`config.mk`:
```
export PLATFORM = sky130hd
export DESIGN_NAME = pwm_cap_rc_multi
export DESIGN_NICKNAME = d
export VERILOG_FILES = /design/src/rtl/pwm_cap_rc_multi.sv
export SDC_FILE = /design/constraint.sdc
export NUM_CORES = 1
export LEC_CHECK = 0
export CORE_MARGIN = 1
export CORE_UTILIZATION = 40
export CTS_CLUSTER_DIAMETER = 200
export CTS_CLUSTER_SIZE = 24
export DETAILED_ROUTE_END_ITERATION = 16
export GPL_TIMING_DRIVEN = 0
export HOLD_SLACK_MARGIN = 0.15
export PLACE_DENSITY = 0.69
export SYNTH_ARGS = -nofsm -noshare
export SYNTH_HDL_FRONTEND = slang
export SYNTH_SLANG_ARGS = --single-unit
```
`constraint.sdc`:
```
create_clock -name clk -period 3.53 [get_ports clk]
set_clock_uncertainty 0.05 [all_clocks]
set_input_delay 0.5295 -clock clk [delete_from_list [all_inputs] [get_ports clk]]
set_output_delay 0.5295 -clock clk [all_outputs]
set_load 0.05 [all_outputs]
```
`src/rtl/pwm_cap_rc_multi.sv`:
```
// Multi-channel RC receiver PWM capture: synchroniser, glitch filter, width range check,
// per-channel signal-loss timeout, ch0 period measurement and registered failsafe flag.
module pwm_cap_rc_multi #(
  parameter int N_CH   = 6,
  parameter int WIDTH  = 15,
  parameter int FILT   = 2,
  parameter int MIN_US = 800,
  parameter int MAX_US = 2200,
  parameter int TMO_US = 25000
) (
  input  logic                    clk,
  input  logic                    rst,
  input  logic                    pwm_clk,
  input  logic                    rc_en_in,
  input  logic [N_CH-1:0]         pwm_in,
  output logic [N_CH*WIDTH-1:0]   pulse_width,
  output logic [WIDTH-1:0]        pulse_period,
  output logic [N_CH-1:0]         width_valid,
  output logic [N_CH-1:0]         new_sample,
  output logic [N_CH-1:0]         range_err,
  output logic                    failsafe
);

  localparam int FW = (FILT > 1) ? $clog2(FILT) : 1;
  localparam int TW = $clog2(TMO_US + 1);
  localparam logic [WIDTH-1:0] CNT_MAX   = {WIDTH{1'b1}};
  localparam logic [WIDTH-1:0] MIN_W     = WIDTH'(MIN_US);
  localparam logic [WIDTH-1:0] MAX_W     = WIDTH'(MAX_US);
  localparam logic [TW-1:0]    TMO_MAX   = TW'(TMO_US);
  localparam logic [TW-1:0]    TMO_LAST  = TW'(TMO_US - 1);
  localparam logic [FW-1:0]    FILT_LAST = FW'(FILT - 1);

  logic [1:0]      warm_reg;
  logic            warm;
  logic            rise0;
  logic [N_CH-1:0] valid_vec;
  logic [WIDTH-1:0] per_cnt_reg;
  logic            per_armed_reg;
  logic [WIDTH-1:0] period_reg;
  logic            failsafe_reg;

  // The synchroniser output only carries a real pin sample after two ticks.
  assign warm = (warm_reg == 2'd2);

  always_ff @(posedge clk) begin
    if (rst || !rc_en_in) begin
      warm_reg <= 2'd0;
    end else if (pwm_clk && !warm) begin
      warm_reg <= warm_reg + 2'd1;
    end
  end

  genvar gi;
  generate
    for (gi = 0; gi < N_CH; gi++) begin : g_ch
      logic             sync1_reg, sync2_reg, filt_reg, filt_d_reg;
      logic             seen_low_reg, qual_reg, valid_reg, new_reg, err_reg;
      logic [FW-1:0]    fcnt_reg;
      logic [WIDTH-1:0] wcnt_reg, width_reg;
      logic [TW-1:0]    tmo_reg;
      logic             rise, fall, in_range, accept;

      assign rise     = filt_reg & ~filt_d_reg;
      assign fall     = ~filt_reg & filt_d_reg;
      assign in_range = (wcnt_reg >= MIN_W) && (wcnt_reg <= MAX_W);
      // A pulse counts only if its rising edge followed a genuinely sampled low level,
      // so pulses truncated by reset or disable are silently dropped.
      assign accept   = fall & qual_reg & in_range;

      always_ff @(posedge clk) begin
        if (rst || !rc_en_in) begin
          sync1_reg    <= 1'b0;
          sync2_reg    <= 1'b0;
          filt_reg     <= 1'b0;
          filt_d_reg   <= 1'b0;
          seen_low_reg <= 1'b0;
          qual_reg     <= 1'b0;
          valid_reg    <= 1'b0;
          new_reg      <= 1'b0;
          err_reg      <= 1'b0;
          fcnt_reg     <= '0;
          wcnt_reg     <= '0;
          tmo_reg      <= '0;
        end else begin
          new_reg <= 1'b0;
          err_reg <= 1'b0;
          if (pwm_clk) begin
            sync1_reg  <= pwm_in[gi];
            sync2_reg  <= sync1_reg;
            filt_d_reg <= filt_reg;
            if (sync2_reg == filt_reg) begin
              fcnt_reg <= '0;
            end else if (fcnt_reg == FILT_LAST) begin
              filt_reg <= sync2_reg;
              fcnt_reg <= '0;
            end else begin
              fcnt_reg <= fcnt_reg + 1'b1;
            end
            if (warm && !sync2_reg) seen_low_reg <= 1'b1;
            if (rise) qual_reg <= seen_low_reg;
            if (fall) begin
              wcnt_reg <= '0;
            end else if (filt_reg && wcnt_reg != CNT_MAX) begin
              wcnt_reg <= wcnt_reg + 1'b1;
            end
            new_reg <= accept;
            err_reg <= fall & qual_reg & ~in_range;
            if (accept) begin
              tmo_reg   <= '0;
              valid_reg <= 1'b1;
            end else begin
              if (tmo_reg != TMO_MAX) tmo_reg <= tmo_reg + 1'b1;
              if (tmo_reg == TMO_LAST) valid_reg <= 1'b0;
            end
          end
        end
      end

      // Last accepted width survives disable; only reset clears it.
      always_ff @(posedge clk) begin
        if (rst) begin
          width_reg <= '0;
        end else if (rc_en_in && pwm_clk && accept) begin
          width_reg <= wcnt_reg;
        end
      end

      assign pulse_width[gi*WIDTH +: WIDTH] = width_reg;
      assign new_sample[gi]  = new_reg;
      assign range_err[gi]   = err_reg;
      assign valid_vec[gi]   = valid_reg;

      if (gi == 0) begin : g_rise0
        assign rise0 = rise;
      end
    end
  endgenerate

  always_ff @(posedge clk) begin
    if (rst) begin
      per_cnt_reg   <= '0;
      per_armed_reg <= 1'b0;
      period_reg    <= '0;
    end else if (!rc_en_in) begin
      per_cnt_reg   <= '0;
      per_armed_reg <= 1'b0;
    end else if (pwm_clk) begin
      if (rise0) begin
        if (per_armed_reg) begin
          period_reg <= (per_cnt_reg == CNT_MAX) ? CNT_MAX : per_cnt_reg + 1'b1;
        end
        per_cnt_reg   <= '0;
        per_armed_reg <= 1'b1;
      end else if (per_cnt_reg != CNT_MAX) begin
        per_cnt_reg <= per_cnt_reg + 1'b1;
      end
    end
  end

  always_ff @(posedge clk) begin
    if (rst) begin
      failsafe_reg <= 1'b1;
    end else begin
      failsafe_reg <= !(&valid_vec) || !rc_en_in;
    end
  end

  assign pulse_period = period_reg;
  assign width_valid  = valid_vec;
  assign failsafe     = failsafe_reg;

endmodule
```
==> metrics.yaml, run 1 <==
cts:
  clk_latency_ns: 0.54
  ctsHoldBuffers: 0
  postCtsSetupBuffers: 0
  htree_levels: 1
  cts-root-buf: "clkbuf_16"
  cts.repair.resized: 2
  cts_buffers: 19
  cts_sinks: 364
  path_clk_slew_ns: 0.11
  cts_buffer_depth: 3
  cts_tree: "done"
timing:
  report.final.slew_viol_count: 0
  slew-limit-headroom_pct: 20.0
  worstMarginPinSlew_ns: 1.19
  setup_viol: 0
  fin_crit_ns: 3.34
  setup_ws_ns: 0.185
  grt_setup_unrepaired: "false"
  hold_viol_final: 0
  fmax_mhz: 299
  period_share_pct: 94.8
pwr:
  p_leak_uw: 0.00658
  vdd_ir_drop_max_uv: 354
  powerDensity_mw_per_mm2: 339
final_layout:
  final_common_cell: "dfxtp_1"
  final_cell_mix: "364 x dfxtp_1, 257 x nor2_1, 219 x nand2_1"
  area_growth_pct: 14.6
  utilization_pct: 46.5
  num-nets-final: 2287
  drive_above_1_share_pct: 5.47
logic_synthesis:
  synth_seq_cells: 364
  synthesis.area_sq_mm: 0.0175
  syn-num-nets: 2135
  syn_area_per_cell_sq_um: 8.32
  ys.warnings.count: 0
  ys_seq_area_share_pct: 41.7
  synth_edf_count: 0
  synth_ff_type: "dfxtp_1"
  synthDistinctLibCells: 83
  syn_inst: 2099
  async_reset_ff_share_pct: 0
placed_design:
  place_hpwl_mm: 36.8
  dpl_worst_slack_ns: -0.607
  gp_congestion: 0.929
  portBuffers: 131
global_routing:
  grt_pass1_vias: 15000
  grt_pass1_wl_mm: 81.4
  grt_max_degree: 25
  grt_remaining_overflow: 0
  grtUsageTotal_pct: 22.7
  antenna_found_initial: 1
worst_setup_path:
  worstSetupStartpointType: "input port"
  critical_path_class: "input port to flop"
  crit_family: "buffers and inverters"
  cp.required_ns: 3.95
  cp_common_cell: "clkbuf_1"
  path_cells: "clkbuf_1, clkbuf_1, clkbuf_1, clkbuf_1, nand2_1, nor2_1, nor2_1, nor2_1"
  cp-end-kind: "flop"
  crit_arrival_ns: 3.76
  path_max_fanout: 10
  critPathBufInv: 4
  cp_slowest_cell: "clkbuf_1"
  cp_slowest_stage_delay_ns: 0.72
routing:
  wl_mm: 51.7
  drc_errors: 0
  dr_total_vias: 16100
  firstDrtPassIters: 6
  drt_iter0_drc: 1507
  via_per_inst: 5.68
  detail-route-antenna-nets: 0
  wl_per_cell_um: 18.2
job:
  drv_cap: 0
floorplan:
  die_h_um: 211
  fp-row-count: 76
  core_area_sq_mm: 0.0431
  die_area_sq_mm: 0.0445
  chipWidth_um: 211
  io_pins: 134
  start_util_pct: 40.6
min_path:
  hp-class: "flop to flop"
run_status:
  status: "finished clean"
==> area by class of cell <==
class	count	area, sq um
multi-input cells	1536	9250
repair buffers	131	1310
flip-flops and latches	364	7290
clock inverters	1	20.0
inverters	45	169
fillers	4200	23100
diodes	1	2.50
plain buffers	154	773
clock buffers	19	475
well taps	585	732
==> power by group <==
| part | leakage, uW | internal [uW] | total, uW | switching, uW |
|---|---|---|---|---|
| combinational | 0.00340 | 54.3 | 282 | 228 |
| sequential | 0.00293 | 4110 | 4130 | 11.4 |
| clock | 0.000244 | 987 | 2390 | 1400 |
==> through the flow <==
stage / instances / area [sq um] / power [uW] / TNS, ns / hold WS, ns
after CTS: 2835 / 20000 / 6840 / 0 / 0.395
after floorplan: 2099 / 17500 / 4360 / 0 / 0.334
after global placement: 2815 / 19500 / 4490 / -12.35 / 0.378
final: 2836 / 20000 / 6790 / 0 / 0.396
after detailed placement: 2815 / 19500 / 4500 / -14.37 / 0.387
after global routing: 2835 / 20000 / 6990 / 0 / 0.414
==> routing by layer <==
| layer | wire [um] | vias up | GRT usage, % |
|---|---|---|---|
| li1 | - | 7787 | - |
| met1 | 23400 | 7729 | 30.7 |
| met4 | 1570 | 2 | 7.65 |
| met5 | 12 | - | 0 |
| met2 | 23300 | 512 | 36.6 |
| met3 | 3370 | 87 | 3.61 |
==> final timing paths <==
kind	from	endpoint	slack, ns	depth (start not counted)
setup / recovery	pwm_clk	g_ch[2].seen_low_reg	0.19	8
hold / removal	g_ch[1].valid_reg	failsafe	0.40	1
hold reg to reg	g_ch[1].valid_reg	failsafe	0.40	1
setup reg to reg	g_ch[4].wcnt_reg[0]	g_ch[4].tmo_reg[12]	0.90	8
==> kinds of logic after synthesis <==
| family | share of synthesized area (%) |
|---|---|
| compound gates | 14.3 |
| xor+xnor | 4.71 |
| fa+ha+maj | 1.86 |
| buf+inv | 5.35 |
| flops | 41.7 |
| mux | 3.40 |
| simple gates | 28.7 |
==> cells in the mapped netlist, types with 7 or more instances <==
| cell type | instances | share of area, % |
|---|---|---|
| a311oi_1 | 7 | 0.35 |
| o21a_1 | 7 | 0.30 |
| nor3b_1 | 23 | 0.99 |
| nor4_1 | 25 | 0.90 |
| nand4_1 | 63 | 2.3 |
| mux2i_1 | 56 | 3.2 |
| a21oi_1 | 123 | 3.5 |
| clkbuf_1 | 95 | 2.0 |
| nand2_1 | 219 | 4.7 |
| buf_1 | 8 | 0.17 |
| xor2_1 | 37 | 1.9 |
| or4b_2 | 10 | 0.57 |
| o21ai_0 | 47 | 1.3 |
| buf_4 | 22 | 0.95 |
| nor2_1 | 257 | 5.5 |
| nand3_1 | 140 | 4.0 |
| inv_1 | 45 | 0.97 |
| and3_1 | 36 | 1.3 |
| dfxtp_1 | 364 | 42 |
| xnor2_1 | 57 | 2.9 |
| nor3_1 | 51 | 1.5 |
| and4_1 | 12 | 0.60 |
| o41ai_1 | 7 | 0.35 |
| ha_1 | 26 | 1.9 |
| nand2b_1 | 10 | 0.36 |
| o2111ai_1 | 11 | 0.55 |
| and2_1 | 9 | 0.32 |
| nand4b_1 | 13 | 0.65 |
| nor2b_1 | 21 | 0.75 |
| or2_2 | 9 | 0.32 |
| or3_1 | 23 | 0.82 |
| nor4b_1 | 7 | 0.35 |
| a31oi_1 | 44 | 1.6 |
| a211oi_1 | 26 | 1.1 |
| buf_2 | 16 | 0.46 |
| or4_1 | 21 | 0.90 |
| nand3b_1 | 19 | 0.82 |
| o211ai_1 | 13 | 0.56 |
| buf_6 | 11 | 0.71 |
| o31ai_1 | 12 | 0.52 |
No activity file was read; power rests on OpenSTA's default activity.
==> run 2, diff against run 1 <==
--- a/config.mk
+++ b/config.mk
@@ -5,10 +5,10 @@
 export SDC_FILE = /design/constraint.sdc
 export NUM_CORES = 1
 export LEC_CHECK = 0
+export ABC_AREA = 1
 export CORE_MARGIN = 1
 export CORE_UTILIZATION = 40
 export CTS_CLUSTER_DIAMETER = 200
-export CTS_CLUSTER_SIZE = 24
 export DETAILED_ROUTE_END_ITERATION = 16
 export GPL_TIMING_DRIVEN = 0
 export HOLD_SLACK_MARGIN = 0.15
==> constraint.sdc (replaced) <==
create_clock -name clk -period 3.2 [get_ports clk]
set_clock_uncertainty 0.05 [all_clocks]
set_input_delay 0.48 -clock clk [delete_from_list [all_inputs] [get_ports clk]]
set_output_delay 0.48 -clock clk [all_outputs]
set_load 0.05 [all_outputs]
==> run 2 against run 1 <==
Compared with the run above:
- worst hold slack worse by 0.011 ns
- first-iteration DRC count is 22% lower
- die area is 9.7% higher
- largest power group is now clock
==> metrics.yaml, run 2 <==
timing:
  fin_crit_ns: 2.85
  setup_ws_ns: 0.346  # +0.161 ns
  setup_tns_ns: 0  # unchanged
  setup_viol: 0  # unchanged
  grt_setup_unrepaired: "false"
  report.final.slew_viol_count: 0  # unchanged
  hold_viol_final: 0  # unchanged
  holdWs_ns: 0.385  # -0.0111 ns
  slew-limit-headroom_pct: 24.6  # +4.7 points
  period_share_pct: 89.2
  fmax_mhz: 350
  worstMarginPinSlew_ns: 1.13  # -0.0635 ns
routing:
  detail-route-antenna-nets: 0  # unchanged
  dr_total_vias: 18000  # +12%
  wl_mm: 51.9  # +0.33%
  firstDrtPassIters: 5  # -1
  via_per_inst: 4.95  # -13%
  drc_errors: 0  # unchanged
  wl_per_cell_um: 14.2  # -22%
  drt_iter0_drc: 1174  # -22%
pwr:
  powerDensity_mw_per_mm2: 430  # +27%
  vdd_ir_drop_max_uv: 308  # -13%
  p_leak_uw: 0.00903  # +37%
global_routing:
  grt_pass1_vias: 16500  # +9.5%
  grt_pass1_wl_mm: 84.4  # +3.8%
  grtUsageTotal_pct: 20.9  # -1.8 points
  grt_max_degree: 14  # -44%
  antenna_found_initial: 0  # -1
  grt_remaining_overflow: 0  # unchanged
worst_setup_path:
  reg2reg_setup_slack_ns: 1.16  # +0.26 ns
  worstSetupStartpointType: "input port"
  r2r-start: "g_ch[1].wcnt_reg[0]"
  r2r_cells: 11  # +3
  r2r-end: "g_ch[1].wcnt_reg[9]"
  cp_slowest_stage_delay_ns: 0.93  # +0.21 ns
  crit_arrival_ns: 3.30  # -0.46 ns
  cp.required_ns: 3.64  # -0.31 ns
  cp_slowest_cell: "nor2_1"
  path_max_fanout: 8  # -2
  critical_path_class: "input port to flop"
  cp_common_cell: "nor2_1"
  path_cells: "clkdlybuf4s50_1, nand2_2, nor2_1, inv_1, nor2_1, a31o_2"
  cp-end-kind: "flop"
final_layout:
  fillers: 4766  # +13%
  num-nets-final: 3041  # +33%
  area_growth_pct: 18.0
  drive_above_1_share_pct: 9.41  # +3.9 points
  final_cell_mix: "662 x nand2_1, 408 x nor2_1, 364 x dfxtp_1"
  utilization_pct: 48.2  # +1.7 points
  final_common_cell: "nand2_1"
  final_area_sq_mm: 0.0226  # +13%
  n_antenna_cell: 0  # -1
logic_synthesis:
  syn_inst: 2829  # +35%
  syn_area_per_cell_sq_um: 6.78  # -19%
  async_reset_ff_share_pct: 0  # unchanged
  yosysMostFrequentCell: "nand2_1"
  synth_seq_cells: 364  # unchanged
  syn-num-nets: 2865  # +34%
  synth_area_leaders: "dfxtp_1 38%, nand2_1 13%, nor2_1 8.0%, a21oi_1 6.2%, inv_1 5.8%"
  synth_commonest_cells: "662 x nand2_1, 408 x nor2_1, 364 x dfxtp_1, 298 x inv_1, 237 x a21oi_1"
  synth.largest_area_cell: "dfxtp_1"
  synth_ff_type: "dfxtp_1"
  ys_seq_area_share_pct: 38.0  # -3.7 points
  synthDistinctLibCells: 46  # -45%
  synth_edf_count: 0  # unchanged
  synth_top_area_share_pct: 38.0  # -3.7 points
  ys.warnings.count: 0  # unchanged
  synthesis.area_sq_mm: 0.0192  # +9.8%
cts:
  postCtsSetupBuffers: 0  # unchanged
  ctsHoldBuffers: 0  # unchanged
  clk_latency_ns: 0.58  # +0.04 ns
  cts_buffer_depth: 3  # unchanged
  cts_tree: "done"
  cts-root-buf: "clkbuf_16"
  htree_levels: 2  # +1
  cts_sinks: 364  # unchanged
  cts_buffers: 41  # +22
  path_clk_slew_ns: 0.06  # -0.05 ns
  cts.repair.resized: 0  # -2
placed_design:
  place_area_sq_mm: 0.0213  # +9.0%
  gp_congestion: 0.939  # +1.2%
  place_hpwl_mm: 37.4  # +1.5%
  dpl_worst_slack_ns: -0.205  # +0.401 ns
  portBuffers: 133  # +1.5%
min_path:
  hp-class: "flop to flop"
  hold_end: "g_ch[4].width_reg[14]"
  min_from: "g_ch[4].width_reg[14]"
  hold_depth: 2  # +1
floorplan:
  start_util_pct: 40.9  # +0.29 points
  die_area_sq_mm: 0.0488  # +9.7%
  io_pins: 134  # unchanged
  die_h_um: 221  # +4.7%
  core_area_sq_mm: 0.0470  # +9.0%
  fp-row-count: 79  # +3.9%
  chipWidth_um: 221  # +4.7%
job:
  drv_cap: 0  # unchanged
run_status:
  status: "finished clean"
-- run 2: cell types whose count changed after synthesis, moves of 35 or more --
cell,delta
a21oi_1,+114
xnor2_1,-50
inv_1,+253
mux2i_1,-56
nand2_2,+45
and3_1,-35
nand3_1,+49
xor2_1,+35
nand2_1,+443
o21ai_0,+40
clkbuf_1,-58
a31oi_1,-38
nor2_1,+151
-- run 2: cell type report --
| class | count | area (sq um) | area share [%] |
|---|---|---|---|
| inverters | 332 | 1250 | 5.53 |
| well taps | 607 | 759 | 3.36 |
| multi-input cells | 2006 | 9860 | 43.6 |
| plain buffers | 127 | 786 | 3.47 |
| flip-flops and latches | 364 | 7290 | 32.2 |
| clock buffers | 62 | 1200 | 5.29 |
| repair buffers | 133 | 1330 | 5.88 |
| clock inverters | 14 | 158 | 0.697 |
-- run 2: worst max path at each step --
| stage | startpoint | end | slack (ns) | cells after the start |
|---|---|---|---|---|
| after floorplan | g_ch[4].wcnt_reg[1] | g_ch[4].wcnt_reg[6] | 1.48 | 11 |
| after global placement | pwm_clk | g_ch[3].valid_reg | -0.20 | 6 |
| after detailed placement | pwm_clk | g_ch[3].valid_reg | -0.21 | 6 |
| after CTS | pwm_clk | g_ch[3].valid_reg | 0.35 | 6 |
| after global routing | pwm_clk | g_ch[3].valid_reg | 0.34 | 6 |
| final | pwm_clk | g_ch[3].valid_reg | 0.35 | 6 |
-- run 2: critical path: cells and delay by family --
family / cells / cell delay [ns]
buf+inv: 2 / 1.10
simple gates: 3 / 1.57
compound gates: 1 / 0.15
-- run 2: layer usage --
| layer | wire length, um | vias up | track usage (%) |
|---|---|---|---|
| li1 | - | 9401 | - |
| met1 | 24800 | 8104 | 28.3 |
| met2 | 22900 | 446 | 33.7 |
| met3 | 2660 | 90 | 3.15 |
| met4 | 1490 | 0 | 7.51 |
| met5 | 0 | - | 0 |
-- run 2: power by group --
part	internal [uW]	switching (uW)
registers	4560	34.0
clock network	2760	1960
logic	113	291
-- run 2: kinds of logic after synthesis --
| kind of cell | after synthesis | synth area share, % |
|---|---|---|
| simple gates | 1512 | 35.2 |
| buf+inv | 459 | 10.6 |
| compound gates | 389 | 10.9 |
| flops | 364 | 38.0 |
| xor+xnor | 79 | 3.61 |
| fa+ha+maj | 26 | 1.70 |
-- run 2: stage by stage --
step / cells / power, uW
floorplan: 2829 / 4950
global placement: 3569 / 5090
detailed placement: 3569 / 5100
CTS: 3645 / 9820
global route: 3645 / 10100
finish: 3645 / 9730
==> run 3, diff against run 2 <==
--- a/config.mk
+++ b/config.mk
@@ -5,7 +5,7 @@
 export SDC_FILE = /design/constraint.sdc
 export NUM_CORES = 1
 export LEC_CHECK = 0
-export ABC_AREA = 1
+export ABC_AREA = 0
 export CORE_MARGIN = 1
 export CORE_UTILIZATION = 40
 export CTS_CLUSTER_DIAMETER = 200
==> run 3 against run 2 <==
Compared with the run above:
- sequential power fell by 1%
- largest power group unchanged
- clock power rose by 5.5%
- the flow now finishes with violations (setup timing)
- routed wire length up 0.62%
- final cell count down 21%
- critical path type unchanged
- combinational power is 23% lower
==> metrics.yaml, run 3 (synthesis results as in run 1) <==
min_path:
  hp-class: "flop to flop"
global_routing:
  grt_pass1_vias: 15200  # -7.5%
  grt_max_degree: 14  # unchanged
  grt_pass1_wl_mm: 82.7  # -2.1%
  grtUsageTotal_pct: 23.1  # +2.2 points
  antenna_found_initial: 0  # unchanged
  grt_remaining_overflow: 0  # unchanged
floorplan:
  fp-row-count: 76  # -3.8%
  chipWidth_um: 211  # -4.5%
  die_area_sq_mm: 0.0445  # -8.8%
  core_area_sq_mm: 0.0431  # -8.3%
  io_pins: 134  # unchanged
  die_h_um: 211  # -4.5%
  start_util_pct: 40.6  # -0.29 points
timing:
  worstMarginPinSlew_ns: 1.25  # +0.119 ns
  fin_crit_ns: 3.26  # +0.402 ns
  hold_viol_final: 0  # unchanged
  period_share_pct: 102  # +13 points
  setup_viol: 3  # +3
  report.final.slew_viol_count: 0  # unchanged
  setup_ws_ns: -0.0558  # -0.402 ns
  holdWs_ns: 0.390  # +0.00528 ns
  grt_setup_unrepaired: "true"
  fmax_mhz: 307  # -12%
  slew-limit-headroom_pct: 16.2  # -8.4 points
worst_setup_path:
  crit_arrival_ns: 3.57  # +0.27 ns
  crit_family: "buffers and inverters"
  cp.required_ns: 3.51  # -0.13 ns
  cp_slowest_cell: "buf_1"
  path_cells: "buf_1, nand2b_1, clkbuf_1, clkbuf_1, clkbuf_1, nor2_1"
  critPathBufInv: 4  # +2
  cp_common_cell: "clkbuf_1"
  worstSetupStartpointType: "input port"
  path_max_fanout: 10  # +2
  cp-end-kind: "flop"
  critical_path_class: "input port to flop"
  cp_slowest_stage_delay_ns: 0.85  # -0.08 ns
final_layout:
  final_area_sq_mm: 0.0210  # -7.4%
  instances_no_fill: 2891  # -21%
  multi_input_area_sq_mm: 0.00925  # -6.2%
  num-nets-final: 2309  # -24%
  area_growth_pct: 20.0
  n_antenna_cell: 0  # unchanged
  final_common_cell: "dfxtp_1"
  drive_above_1_share_pct: 7.46  # -2.0 points
  seq_area_sq_mm: 0.00729  # unchanged
  fillers: 4115  # -14%
  final_cell_mix: "364 x dfxtp_1, 257 x nor2_1, 219 x nand2_1"
run_status:
  violations: "setup timing"
  status: "finished, violations left"
routing:
  drt_iter0_drc: 1534  # +31%
  wl_per_cell_um: 18.0  # +27%
  dr_total_vias: 16400  # -9.2%
  via_per_inst: 5.66  # +14%
  detail-route-antenna-nets: 0  # unchanged
  wl_mm: 52.2  # +0.62%
  firstDrtPassIters: 5  # unchanged
  drc_errors: 0  # unchanged
cts:
  cts_tree: "done"
  cts_sinks: 364  # unchanged
  cts_buffer_depth: 3  # unchanged
  clk_latency_ns: 0.55  # -0.03 ns
  path_clk_slew_ns: 0.06  # about the same
  cts_buffers: 41  # unchanged
  cts-root-buf: "clkbuf_16"
  htree_levels: 2  # unchanged
placed_design:
  place_area_sq_mm: 0.0195  # -8.3%
  portBuffers: 131  # -1.5%
  dpl_worst_slack_ns: -0.887  # -0.682 ns
  placed_cells: 2815  # -21%
  place_hpwl_mm: 36.8  # -1.5%
  gp_congestion: 0.929  # -1.1%
pwr:
  swShare_pct: 22.5  # -1.1 points
  clockPowerShare_pct: 50.6  # +2.0 points
  vdd_ir_drop_max_uv: 424  # +38%
  finalPower_uw: 9860  # +1.3%
  p_leak_uw: 0.00705  # -22%
  p_sw_uw: 2210  # -3.3%
  internal_power_uw: 7640  # +2.7%
  powerDensity_mw_per_mm2: 470  # +9.3%
  combPwrFrac_pct: 3.2  # -0.9 points
  seqPwrFrac_pct: 46.2  # -1.1 points
job:
  drv_cap: 0  # unchanged
==> run 3: cell count changes in the layout (fill, tap and decap cells not counted), sizes merged, moves of 35 or more <==
cell	before	now
a21oi	246	123
a31oi	6	44
and3	1	37
clkbuf	99	158
inv	326	46
mux2i	0	56
nand2	714	219
nand3	196	140
nor2	428	257
o21ai	118	55
xnor2	7	57
xor2	72	37
==> run 3: final timing paths <==
path                        from                   to  slack [ns]  cells past startpoint
max                          rst      g_ch[5].new_reg       -0.06                      6
min reg2reg    g_ch[1].valid_reg             failsafe        0.39                      1
max reg2reg  g_ch[4].wcnt_reg[0]  g_ch[4].tmo_reg[12]        0.58                      8
min            g_ch[1].valid_reg             failsafe        0.39                      1
==> run 3: cell type report <==
| type | instances | area share, % |
|---|---|---|
| Multi-Input combinational cell | 1536 | 44.1 |
| Sequential cell | 364 | 34.8 |
| Timing Repair Buffer | 131 | 6.26 |
| Clock buffer | 62 | 6.00 |
| Buffer | 154 | 3.70 |
| Tap cell | 585 | 3.49 |
| Clock inverter | 14 | 0.860 |
| Inverter | 45 | 0.806 |
==> run 3: timing repair <==
item / in CTS / in global routing
hold buffers: 0 / 0
gates cloned: 0 / 0
pin swaps: 0 / 0
gates resized for setup: 3 / 1
setup buffers: 0 / 0
setup endpoints to repair: 16 / 1
==> run 3: power by group through the flow <==
stage               clock network [uW]  logic [uW]  registers (uW)
floorplan                            0         162            4650
global placement                     0         302            4650
detailed placement                   0         306            4650
CTS                               5070         307            4550
global route                      5250         326            4550
finish                            4990         312            4550
==> run 3: per-layer routing <==
metal	vias to the layer above	GRT usage, %	share of wire, %
met2	541	36.7	45
met1	7852	31.4	45
met5	-	0	0
met3	105	3.49	6.0
li1	7879	-	-
met4	0	9.25	3.4
==> run 3: through the flow <==
step	util, %	TNS (ns)
finish	48.7	-0.0861
global route	48.7	-0.000545
CTS	48.7	0
detailed placement	45.3	-61.13
global placement	45.3	-56.64
floorplan	-	0
